$ cat src/rtl/wb_ef_sram_ctrl.sv
// wb_ef_sram_ctrl: Wishbone classic (B4) 32-bit slave driving a banked
// EF_SRAM 1024x32 macro array. Writes ack two cycles after the request,
// reads three. All array-side strobes are registered; test/scan pins are
// tied low.
// Optional build macro EF_SRAM_CTRL_INIT_EN: after reset, a sequencer
// zero-fills every word before bus requests are served.
module wb_ef_sram_ctrl #(
  parameter int          RAM_BLOCKS = 2,
  parameter int          AW         = $clog2(RAM_BLOCKS) + 10,
  parameter logic [31:0] BASE_ADDR  = 32'h3000_0000
) (
  input  logic          wb_clk_i,
  input  logic          wb_rst_n,
  input  logic          wbs_cyc_i,
  input  logic          wbs_stb_i,
  input  logic          wbs_we_i,
  input  logic [3:0]    wbs_sel_i,
  input  logic [31:0]   wbs_adr_i,
  input  logic [31:0]   wbs_dat_i,
  output logic          wbs_ack_o,
  output logic [31:0]   wbs_dat_o,
  output logic          sram_en,
  output logic          sram_r_wb,
  output logic [31:0]   sram_ben,
  output logic [AW-1:0] sram_ad,
  output logic [31:0]   sram_di,
  input  logic [31:0]   sram_do,
  output logic          sram_tm,
  output logic          sram_sm,
  output logic          sram_wlbi,
  output logic          sram_wloff,
  output logic          sram_scanin_cc,
  output logic          sram_scanin_dl,
  output logic          sram_scanin_dr,
  output logic          init_busy
);

  localparam logic [2:0] S_IDLE   = 3'd0;
  localparam logic [2:0] S_ACCESS = 3'd1;
  localparam logic [2:0] S_RDCAP  = 3'd2;
  localparam logic [2:0] S_ACK    = 3'd3;
`ifdef EF_SRAM_CTRL_INIT_EN
  localparam logic [2:0] S_INIT   = 3'd4;
  localparam logic [2:0] S_RESET  = S_INIT;
`else
  localparam logic [2:0] S_RESET  = S_IDLE;
`endif

  logic [2:0]    r_state;
  logic          r_ack;
  logic [31:0]   r_dat_o;
  logic          r_en;
  logic          r_r_wb;
  logic [31:0]   r_ben;
  logic [AW-1:0] r_ad;
  logic [31:0]   r_di;
`ifdef EF_SRAM_CTRL_INIT_EN
  logic [AW-1:0] r_init_cnt;
`endif

  logic          w_hit;
  logic [31:0]   w_ben;
  logic          w_unused;

  // Window decode: upper address bits must match the aligned base.
  assign w_hit = wbs_cyc_i & wbs_stb_i &
                 (wbs_adr_i[31:AW+2] == BASE_ADDR[31:AW+2]);

  // Byte-lane offset is not meaningful for a word-wide array.
  assign w_unused = &{1'b0, wbs_adr_i[1:0]};

  // Expand byte selects into per-bit write enables; reads enable nothing.
  always_comb begin
    w_ben = '0;
    for (int unsigned k = 0; k < 4; k++) begin
      w_ben[8*k +: 8] = {8{wbs_sel_i[k] & wbs_we_i}};
    end
  end

  // Main FSM plus registered array strobes and bus responses.
  always_ff @(posedge wb_clk_i or negedge wb_rst_n) begin
    if (!wb_rst_n) begin
      r_state <= S_RESET;
      r_ack   <= 1'b0;
      r_dat_o <= '0;
      r_en    <= 1'b0;
      r_r_wb  <= 1'b1;
      r_ben   <= '0;
      r_ad    <= '0;
      r_di    <= '0;
`ifdef EF_SRAM_CTRL_INIT_EN
      r_init_cnt <= '0;
`endif
    end else begin
      case (r_state)
        S_IDLE: begin
          if (w_hit) begin
            r_en    <= 1'b1;
            r_r_wb  <= ~wbs_we_i;
            r_ben   <= w_ben;
            r_ad    <= wbs_adr_i[AW+1:2];
            r_di    <= wbs_dat_i;
            r_state <= S_ACCESS;
          end else begin
            // Also retires the final clear-sequencer write.
            r_en  <= 1'b0;
            r_ben <= '0;
          end
        end
        S_ACCESS: begin
          r_en  <= 1'b0;
          r_ben <= '0;
          if (r_r_wb) begin
            r_state <= S_RDCAP;
          end else begin
            r_ack   <= 1'b1;
            r_state <= S_ACK;
          end
        end
        S_RDCAP: begin
          r_dat_o <= sram_do;
          r_ack   <= 1'b1;
          r_state <= S_ACK;
        end
        S_ACK: begin
          r_ack   <= 1'b0;
          r_state <= S_IDLE;
        end
`ifdef EF_SRAM_CTRL_INIT_EN
        S_INIT: begin
          r_en       <= 1'b1;
          r_r_wb     <= 1'b0;
          r_ben      <= '1;
          r_di       <= '0;
          r_ad       <= r_init_cnt;
          r_init_cnt <= r_init_cnt + 1'b1;
          if (r_init_cnt == '1) begin
            r_state <= S_IDLE;
          end
        end
`endif
        default: begin
          r_en    <= 1'b0;
          r_ben   <= '0;
          r_ack   <= 1'b0;
          r_state <= S_IDLE;
        end
      endcase
    end
  end

  assign wbs_ack_o = r_ack;
  assign wbs_dat_o = r_dat_o;
  assign sram_en   = r_en;
  assign sram_r_wb = r_r_wb;
  assign sram_ben  = r_ben;
  assign sram_ad   = r_ad;
  assign sram_di   = r_di;

  assign sram_tm        = 1'b0;
  assign sram_sm        = 1'b0;
  assign sram_wlbi      = 1'b0;
  assign sram_wloff     = 1'b0;
  assign sram_scanin_cc = 1'b0;
  assign sram_scanin_dl = 1'b0;
  assign sram_scanin_dr = 1'b0;

`ifdef EF_SRAM_CTRL_INIT_EN
  assign init_busy = (r_state == S_INIT);
`else
  assign init_busy = 1'b0;
`endif

endmodule
$ cat config.mk
export PLATFORM = sky130hd
export DESIGN_NAME = wb_ef_sram_ctrl
export DESIGN_NICKNAME = d
export VERILOG_FILES = /design/src/rtl/wb_ef_sram_ctrl.sv
export SDC_FILE = /design/constraint.sdc
export NUM_CORES = 1
export LEC_CHECK = 0
export CAP_MARGIN = 15
export CELL_PAD_IN_SITES_DETAIL_PLACEMENT = 1
export CELL_PAD_IN_SITES_GLOBAL_PLACEMENT = 2
export CORE_UTILIZATION = 24
export CTS_CLUSTER_SIZE = 25
export DETAILED_ROUTE_END_ITERATION = 8
export HOLD_SLACK_MARGIN = 0.05
export PLACE_DENSITY = 0.93
export REMOVE_ABC_BUFFERS = 1
export SETUP_SLACK_MARGIN = 0.3
export SLEW_MARGIN = 10
export SYNTH_ARGS = -nofsm -noshare
export SYNTH_HDL_FRONTEND = slang
export SYNTH_SLANG_ARGS = --single-unit
$ cat constraint.sdc
create_clock -name wb_clk_i -period 4.3 [get_ports wb_clk_i]
set_input_delay 0.43 -clock wb_clk_i [delete_from_list [all_inputs] [get_ports wb_clk_i]]
set_output_delay 0.43 -clock wb_clk_i [all_outputs]
set_load 0.1 [all_outputs]
; Word-level counts from Yosys, hierarchy flattened
; Cells that the tools add are included.
[word_totals]
regBits = 113
wordCells = 35
input_bits = 105
memories = 0
ram_bits = 0
output_inout_bits = 118
mem_bits_ro = 0
latch_bits = 0
[classes]
reduce_logical = 4
n_mul = 0
div_mod_pow = 0
muxes = 9
n_addsub = 0
n_eq_ne = 6
shifts = 0
bitwise_logic = 8
magnitude_cmp = 0
[ops]
columns = operator, n
row1 = 32-bit one-hot mux with 2 select lines, 1
row2 = 32-bit two-way mux, 1
row3 = 19-bit by 17-bit == test with 1-bit output (second input constant), 1
row4 = 3-bit one-hot mux with 3 select lines, 1
row5 = 1-bit bitwise AND, 6
row6 = 3-bit by 2-bit == test with 1-bit output (second input constant), 2
row7 = 2-bit != test (second input constant), 2
row8 = 2-bit AND reduction, 2
row9 = 3-bit by 1-bit == test with 1-bit output (second input constant), 1
row10 = 3-bit logical NOT, 1
row11 = 1-bit two-way mux, 3
row12 = 3-bit two-way mux, 1
row13 = 1-bit one-hot mux with 3 select lines, 1
row14 = 1-bit NOT, 2
row15 = 1-bit one-hot mux with 2 select lines, 1
row16 = 2-bit OR reduction, 1

; Depth between registers and ports, before layout
; Gate-level depths: netlist (run 1).
[depth]
ltp_word = 4
depth_mapped = 7
depth_no_buf = 5

; Worst setup path after synthesis (run 1)
; No wires, ideal clock.
[synth_path]
path_kind = register to output
from = register sram_ben[15] (netlist name)
to = output port sram_ben[10]
arrival_ns = 1.440
path_stages_with_launch = 2
path_buffers = 1
required_time_ns = 3.870
slack_ns = 2.430
path_cell_list = dfrtp_1 buf_4
[synth_rtl]
columns = item, line
row1 = end: declaration, 24  ; output logic [31:0] sram_ben,

==> results of run 1 <==
## power by group through the flow
stage,combinational [W],clock [W],sequential [W]
floorplan,0.000402,0,0.00223
global placement,0.00209,0,0.00106
detailed placement,0.00212,0,0.00108
CTS,0.00212,0.000720,0.00107
global route,0.00219,0.000748,0.00109
finish,0.00211,0.000683,0.00106
## metrics by stage
step	hold WS, ps	utilization [%]	std cells
after floorplan	134	-	209
after global placement	466	38.8	607
after detailed placement	476	38.8	607
after CTS	337	40.5	623
after global routing	77.6	40.7	624
final	56.8	40.7	624
## how the worst min path moves through the flow
stage / to / depth (start not counted) / slack, ps
2_1_floorplan: r_state[0] / 0 / 130
3_3_place_gp: sram_di[30] / 1 / 470
3_5_place_dp: sram_di[22] / 1 / 480
4_1_cts: wbs_dat_o[6] / 1 / 340
5_1_grt: wbs_dat_o[13] / 1 / 80
6_report: wbs_dat_o[6] / 1 / 60
## metal layers
metal / part of all wire (%) / vias to the layer above
met1: 38 / 1319
li1: - / 1188
met4: 1.4 / 0
met3: 8.2 / 10
met5: 0 / -
met2: 53 / 116
## cells by family (layout without fill, tap and decap cells)
group | after synthesis | count (layout) | synth area share, %
DFF | 84 | 84 | 58.4
muxes | 79 | 79 | 24.7
buffers and inverters | 49 | 234 | 9.70
and+or+nand+nor | 23 | 23 | 4.00
AOI/OAI and AO/OA | 8 | 8 | 1.67
adders and majority gates | 4 | 4 | 1.39
other | 1 | 8 | 0.104
## registers in the layout, summed over array words and instances (netlist names)
name,cells
wbs_dat_o,32
wbs_ack_o,1
sram_ad,11
r_state,2
sram_ben,4
sram_r_wb,1
sram_di,32
sram_en,1
## cell usage after synthesis
master	number
inv_1	3
or2_2	1
nor4_2	1
a22o_1	4
buf_6	3
mux2_1	43
nor4bb_1	1
nor2b_1	1
nand4_1	3
mux2_2	35
conb_1	1
buf_4	38
o31ai_1	1
clkbuf_1	2
mux2i_1	1
and4bb_1	1
a21oi_1	1
a211oi_1	1
dfstp_2	1
buf_1	3
nor2_1	4
and3_1	4
dfrtp_1	83
o21ai_0	1
nor3_1	1
nor4_1	3
nand2_1	2
ha_1	4
nor2_2	1
## cell type report
type	count	area [um^2]
Clock buffer	15	248
Clock inverter	1	5.00
Fill cell	1528	8650
Inverter	3	11.3
Multi-Input combinational cell	122	1180
Sequential cell	84	2100
Tap cell	184	230
Timing Repair Buffer	215	2160
==> reports/qor.csv, run 1 <==
stage,metric,value,unit
critical_path,max_stage_delay,1220,ps
floorplanning,fp.dieW,124,um
finish,fin_area,5940,um^2
clock_network,cts_root_buffer,clkbuf_16,
route,via_count,2633,
route,drt-pass1-iter-count,4,
sta,fin_setup_tns,0,ps
critical_path,r2r_cells,6,
critical_path,crit_end,sram_ben[19],
logic_synthesis,syn_inst,248,
clock_network,hold_buffers,0,
power_and_ir_drop,p_seq_share,27.6,%
sta,max_slew.worst_pin.slew,1010,ps
power_and_ir_drop,clkPwrFrac,17.7,%
critical_path,critical-path-top-delay-family,buffers and inverters,
critical_path,worstPathRequired,3870,ps
clock_network,cts.repair.resized,0,
worst_hold_path,min_path_type,primary input to async pin,
critical_path,cp_cell_sequence,clkdlybuf4s50_1,
grt,gr-usage-met1,14.3,%
sta,skew,4.13,ps
finish,antenna_cells,0,
logic_synthesis,synth_area,3600,um^2
logic_synthesis,syn_avg_cell_area,14.5,um^2
critical_path,crit_buf_inv,1,
placed_design,io_buffers,212,
clock_network,clock_path_buffers,2,
critical_path,r2r_slack,2170,ps
placed_design,preCtsSetupSlack,1620,ps
floorplanning,pin_count,223,
grt,grt-ovfl-total,0,
power_and_ir_drop,ir_worst_vdd,0.620,mV
sta,finalCritPeriodShare,58.6,%
critical_path,worstSetupStartpoint,sram_ben[23],
clock_network,cts-buffers-inserted,9,
floorplanning,die-area,15500,um^2
logic_synthesis,synth_top_area_cell,dfrtp_1,
sta,hold_violations,0,
finish,final_nets,544,
clock_network,clock_latency,330,ps
critical_path,critPathLaunchType,flip-flop,
power_and_ir_drop,comb_power_share,54.7,%
critical_path,slowest_stage,clkdlybuf4s50_1,
finish,area_growth,65.0,%
placed_design,placed_cell_area,5660,um^2
finish,drive_gt1_share,12.0,%
power_and_ir_drop,p_int,0.00195,W
route,drtIter0Drc,66,
power_and_ir_drop,netSwitchingPower,0.00190,W
power_and_ir_drop,p_leak,2.60,nW
floorplanning,rows,44,
placed_design,hpwlAfterDp,7540,um
power_and_ir_drop,switching_share,49.3,%
clock_network,clkSinkCount,84,
logic_synthesis,yosysWarningCount,0,
route,drc,0,
critical_path,end_kind,primary output,
clock_network,cts_tree,yes,
route,drt-vias-per-instance,4.22,
power_and_ir_drop,power.total,0.00386,W
finish,final_cell_mix,"clkdlybuf4s50_1, dfrtp_1, mux2_1, mux2_2, clkbuf_16",
logic_synthesis,synth.top_cell.area_share,57.7,%
run_status,status,finished clean,
critical_path,crit_fanout,9,
grt,grt_pass1_vias,2988,
critical_path,cp.arrival,2090,ps
grt,grt_pass1_wl,16300,um
route,wirelength,9980,um
grt,use_met3,4.94,%
sta,slew_viol_final,0,
sta,fmax,397,MHz
placed_design,place_congestion,0.716,
logic_synthesis,ys_ff_latch,84,
logic_synthesis,yosysSeqAreaShare,58.4,%
sta,relSlewSlack,32.2,%
grt,gr-max-usage-layer,met2,
grt,grt_start_max_net_pins,85,
logic_synthesis,ys_types,29,
clock_network,htree_levels,3,
flow_run,maxCapViolations,0,
grt,use_met2,24.1,%
grt,track_usage,13.5,%
clock_network,clk_transition_reported_paths,60,ps
power_and_ir_drop,p_per_area,649,nW/um^2
sta,setup_ws,1780,ps
route,drt-wirelength-per-cell,16.0,um
finish,layout_commonest_cell,clkdlybuf4s50_1,
grt,antenna_found_initial,0,
floorplanning,initial_core_util,24.7,%
sta,rsz0062_at_grt,no,
logic_synthesis,yosys-top-cells-area,"dfrtp_1, mux2_1, mux2_2, buf_4, ha_1",
route,ant_nets,0,
floorplanning,dieHeight,124,um
clock_network,post-cts-setup-buffers,0,
critical_path,crit_cells,1,
sta,setup_viol_count_final,0,
sta,fin_crit,2520,ps
critical_path,r2r-start,r_state[0],
floorplanning,core,14600,um^2
critical_path,r2r-end,sram_di[18],
critical_path,critPathKind,flip-flop to primary output,
Power figures use the tool's default switching activity.
==> run 2: changes to the inputs <==
--- a/config.mk
+++ b/config.mk
@@ -8,11 +8,11 @@
 export CAP_MARGIN = 15
 export CELL_PAD_IN_SITES_DETAIL_PLACEMENT = 1
 export CELL_PAD_IN_SITES_GLOBAL_PLACEMENT = 2
-export CORE_UTILIZATION = 24
+export CORE_UTILIZATION = 20
 export CTS_CLUSTER_SIZE = 25
 export DETAILED_ROUTE_END_ITERATION = 8
 export HOLD_SLACK_MARGIN = 0.05
-export PLACE_DENSITY = 0.93
+export PLACE_DENSITY = 0.83
 export REMOVE_ABC_BUFFERS = 1
 export SETUP_SLACK_MARGIN = 0.3
 export SLEW_MARGIN = 10
==> constraint.sdc (replaced) <==
create_clock -name wb_clk_i -period 2.2 [get_ports wb_clk_i]
set_input_delay 0.22 -clock wb_clk_i [delete_from_list [all_inputs] [get_ports wb_clk_i]]
set_output_delay 0.22 -clock wb_clk_i [all_outputs]
set_load 0.1 [all_outputs]
==> run 2 against run 1 <==
  * Die area grew 20%
  * Clock power grew 120%
  * Critical path depth up 6
  * Cell count increased by 8.2%
  * Critical path type is now flip-flop to flip-flop
  * Sequential share of layout area hardly changed
  * Power grew 99%
  * Combinational power is 92% higher
  * Sequential cell count unchanged
  * Global-route usage fell by 3.2 points
  * Sequential power up 96%
  * First-iteration DRC count decreased by 45%
  * Non-clock buffer count increased by 10
==> reports/qor.csv, run 2 (synthesis results as in run 1) <==
stage,metric,value,unit,change
placed_design,io_buffers,212,,unchanged
placed_design,place_congestion,0.711,,-0.66%
floorplanning,initial_core_util,20.7,%,-4.0 points
sta,fin_crit,1830,ps,
route,ant_nets,0,,unchanged
clock_network,clock_path_buffers,2,,unchanged
power_and_ir_drop,p_leak,2.87,nW,+11%
sta,whs,404,ps,+347 ps
floorplanning,core,17400,um^2,+19%
grt,grt_pass1_vias,2822,,-5.6%
critical_path,cp_cell_sequence,inv_1 -> ha_4 -> nand4_1 -> nor2_4 -> buf_12 -> buf_6 -> mux2_1,,
route,drtIter0Drc,36,,-45%
critical_path,cp.arrival,2050,ps,-40 ps
run_status,status,finished clean,,
sta,hold_violations,0,,unchanged
sta,setup_ws,374,ps,-1400 ps
finish,fillerInstances,1877,,+23%
placed_design,hpwlAfterDp,7340,um,-2.7%
critical_path,critPathKind,flip-flop to flip-flop,,
route,drt-vias-per-instance,3.95,,-6.5%
route,drt-pass1-iter-count,2,,-2
finish,final_cell_mix,"buf_4, clkdlybuf4s50_1, dfrtp_1, mux2_1, mux2_2",,
power_and_ir_drop,p_per_area,1290,nW/um^2,+99%
finish,area_growth,65.0,%,about the same
grt,grt_pass1_wl,14500,um,-11%
power_and_ir_drop,ir_worst_vdd,1.40,mV,+130%
floorplanning,fp.dieW,136,um,+9.4%
critical_path,r2r-start,r_state[0],,
clock_network,clock_latency,340,ps,about the same
critical_path,r2r_cells,7,,+1
floorplanning,pin_count,223,,unchanged
grt,track_usage,10.3,%,-3.2 points
sta,setup_viol_count_final,0,,unchanged
clock_network,cts_tree,yes,,
critical_path,worstPathRequired,2420,ps,-1450 ps
grt,grt-ovfl-total,0,,unchanged
sta,fmax,548,MHz,
sta,skew,4.48,ps,+0.350 ps
clock_network,clkSinkCount,84,,unchanged
route,drt-wirelength-per-cell,15.3,um,-4.2%
route,via_count,2664,,+1.2%
critical_path,slowest_stage,dfrtp_1,,
finish,drive_gt1_share,40.0,%,+28 points
critical_path,r2r-end,sram_di[6],,
clock_network,htree_levels,3,,unchanged
finish,regArea,2100,um^2,unchanged
finish,final_nets,554,,+1.8%
critical_path,worstSetupStartpoint,r_state[0],,
grt,antenna_found_initial,0,,unchanged
route,wirelength,10300,um,+3.6%
critical_path,crit_fanout,6,,-3
finish,layout_commonest_cell,buf_4,,
floorplanning,rows,48,,+9.1%
finish,antenna_cells,0,,unchanged
critical_path,end_kind,flip-flop,,
grt,grt_start_max_net_pins,52,,-39%
worst_hold_path,min_path_type,primary input to async pin,,
critical_path,critPathLaunchType,flip-flop,,
critical_path,max_stage_delay,410,ps,-810 ps
clock_network,cts_root_buffer,clkbuf_16,,
flow_run,maxCapViolations,0,,unchanged
route,drc,0,,unchanged
sta,rsz0062_at_grt,no,,
power_and_ir_drop,power.total,0.00767,W,+99%
critical_path,r2r_slack,370,ps,-1800 ps
critical_path,crit_end,sram_di[6],,
floorplanning,dieHeight,136,um,+9.4%
finish,multi_input_area,1200,um^2,+2.3%
sta,slew_viol_final,0,,unchanged
clock_network,clk_transition_reported_paths,70,ps,about the same
sta,finalCritPeriodShare,83.0,%,
clock_network,cts-buffers-inserted,9,,unchanged
placed_design,preCtsSetupSlack,-1.32,ps,-1620 ps
floorplanning,die-area,18500,um^2,+20%
run 2: changes by cell type in the layout (fill, tap and decap cells not counted), sizes merged, moves of 2 or more:
cell,change
clkdlybuf4s50,-110
clkbuf,-3
inv,+2
buf,+117
clkinvlp,+2
run 2: power by group:
group	internal (W)	total, W	switching (W)
combinational	0.00109	0.00405	0.00296
sequential	0.00189	0.00208	0.000195
clock	0.000890	0.00153	0.000644
total	0.00387	0.00767	0.00380
run 2: layout make-up:
class,count,area share (%)
Clock inverter,6,1.20
Tap cell,225,4.74
Clock buffer,10,3.86
Inverter,3,0.190
Sequential cell,84,35.4
Multi-Input combinational cell,122,20.3
Timing Repair Buffer,225,34.3
run 2: layer usage:
metal	global-route usage [%]	wire length, um	vias to the layer above	share of wire [%]
met4	3.89	124	0	1.2
met3	3.91	824	8	8.0
met1	10.3	3870	1325	37
met2	19.1	5520	121	53
li1	-	-	1210	-
met5	0	0	-	0
run 2: through the flow:
stage	instance area [um^2]	instances	utilization, %	TNS [ps]
floorplan	3290	209	-	-129420
global route	5940	675	34.1	0
global placement	5470	649	31.4	0
CTS	5780	666	33.2	0
detailed placement	5470	649	31.4	-1.46
finish	5940	675	34.1	0
run 2: repair_timing:
action	4_1_cts	5_1_grt
setup endpoints to repair	0	43
gates resized for setup	0	7
hold buffers	1	0
setup buffers	0	4
endpoints found under the hold margin	32	0
run 2: worst min path at each step:
stage | slack, ps | endpoint | depth (start not counted)
final | 400 | sram_di[9] | 2
after global routing | 430 | sram_ad[7] | 2
after CTS | 400 | sram_ad[7] | 2
after detailed placement | 210 | sram_ad[7] | 1
after global placement | 190 | sram_di[9] | 1
after floorplan | -80 | r_state[0] | 0
run 2: worst max-delay path, delay by kind of cell, from the launching register on:
kind	cells	cell delay [ps]
and+or+nand+nor	2	390
DFF	1	410
adders and majority gates	1	150
muxes	1	340
buffers and inverters	3	420
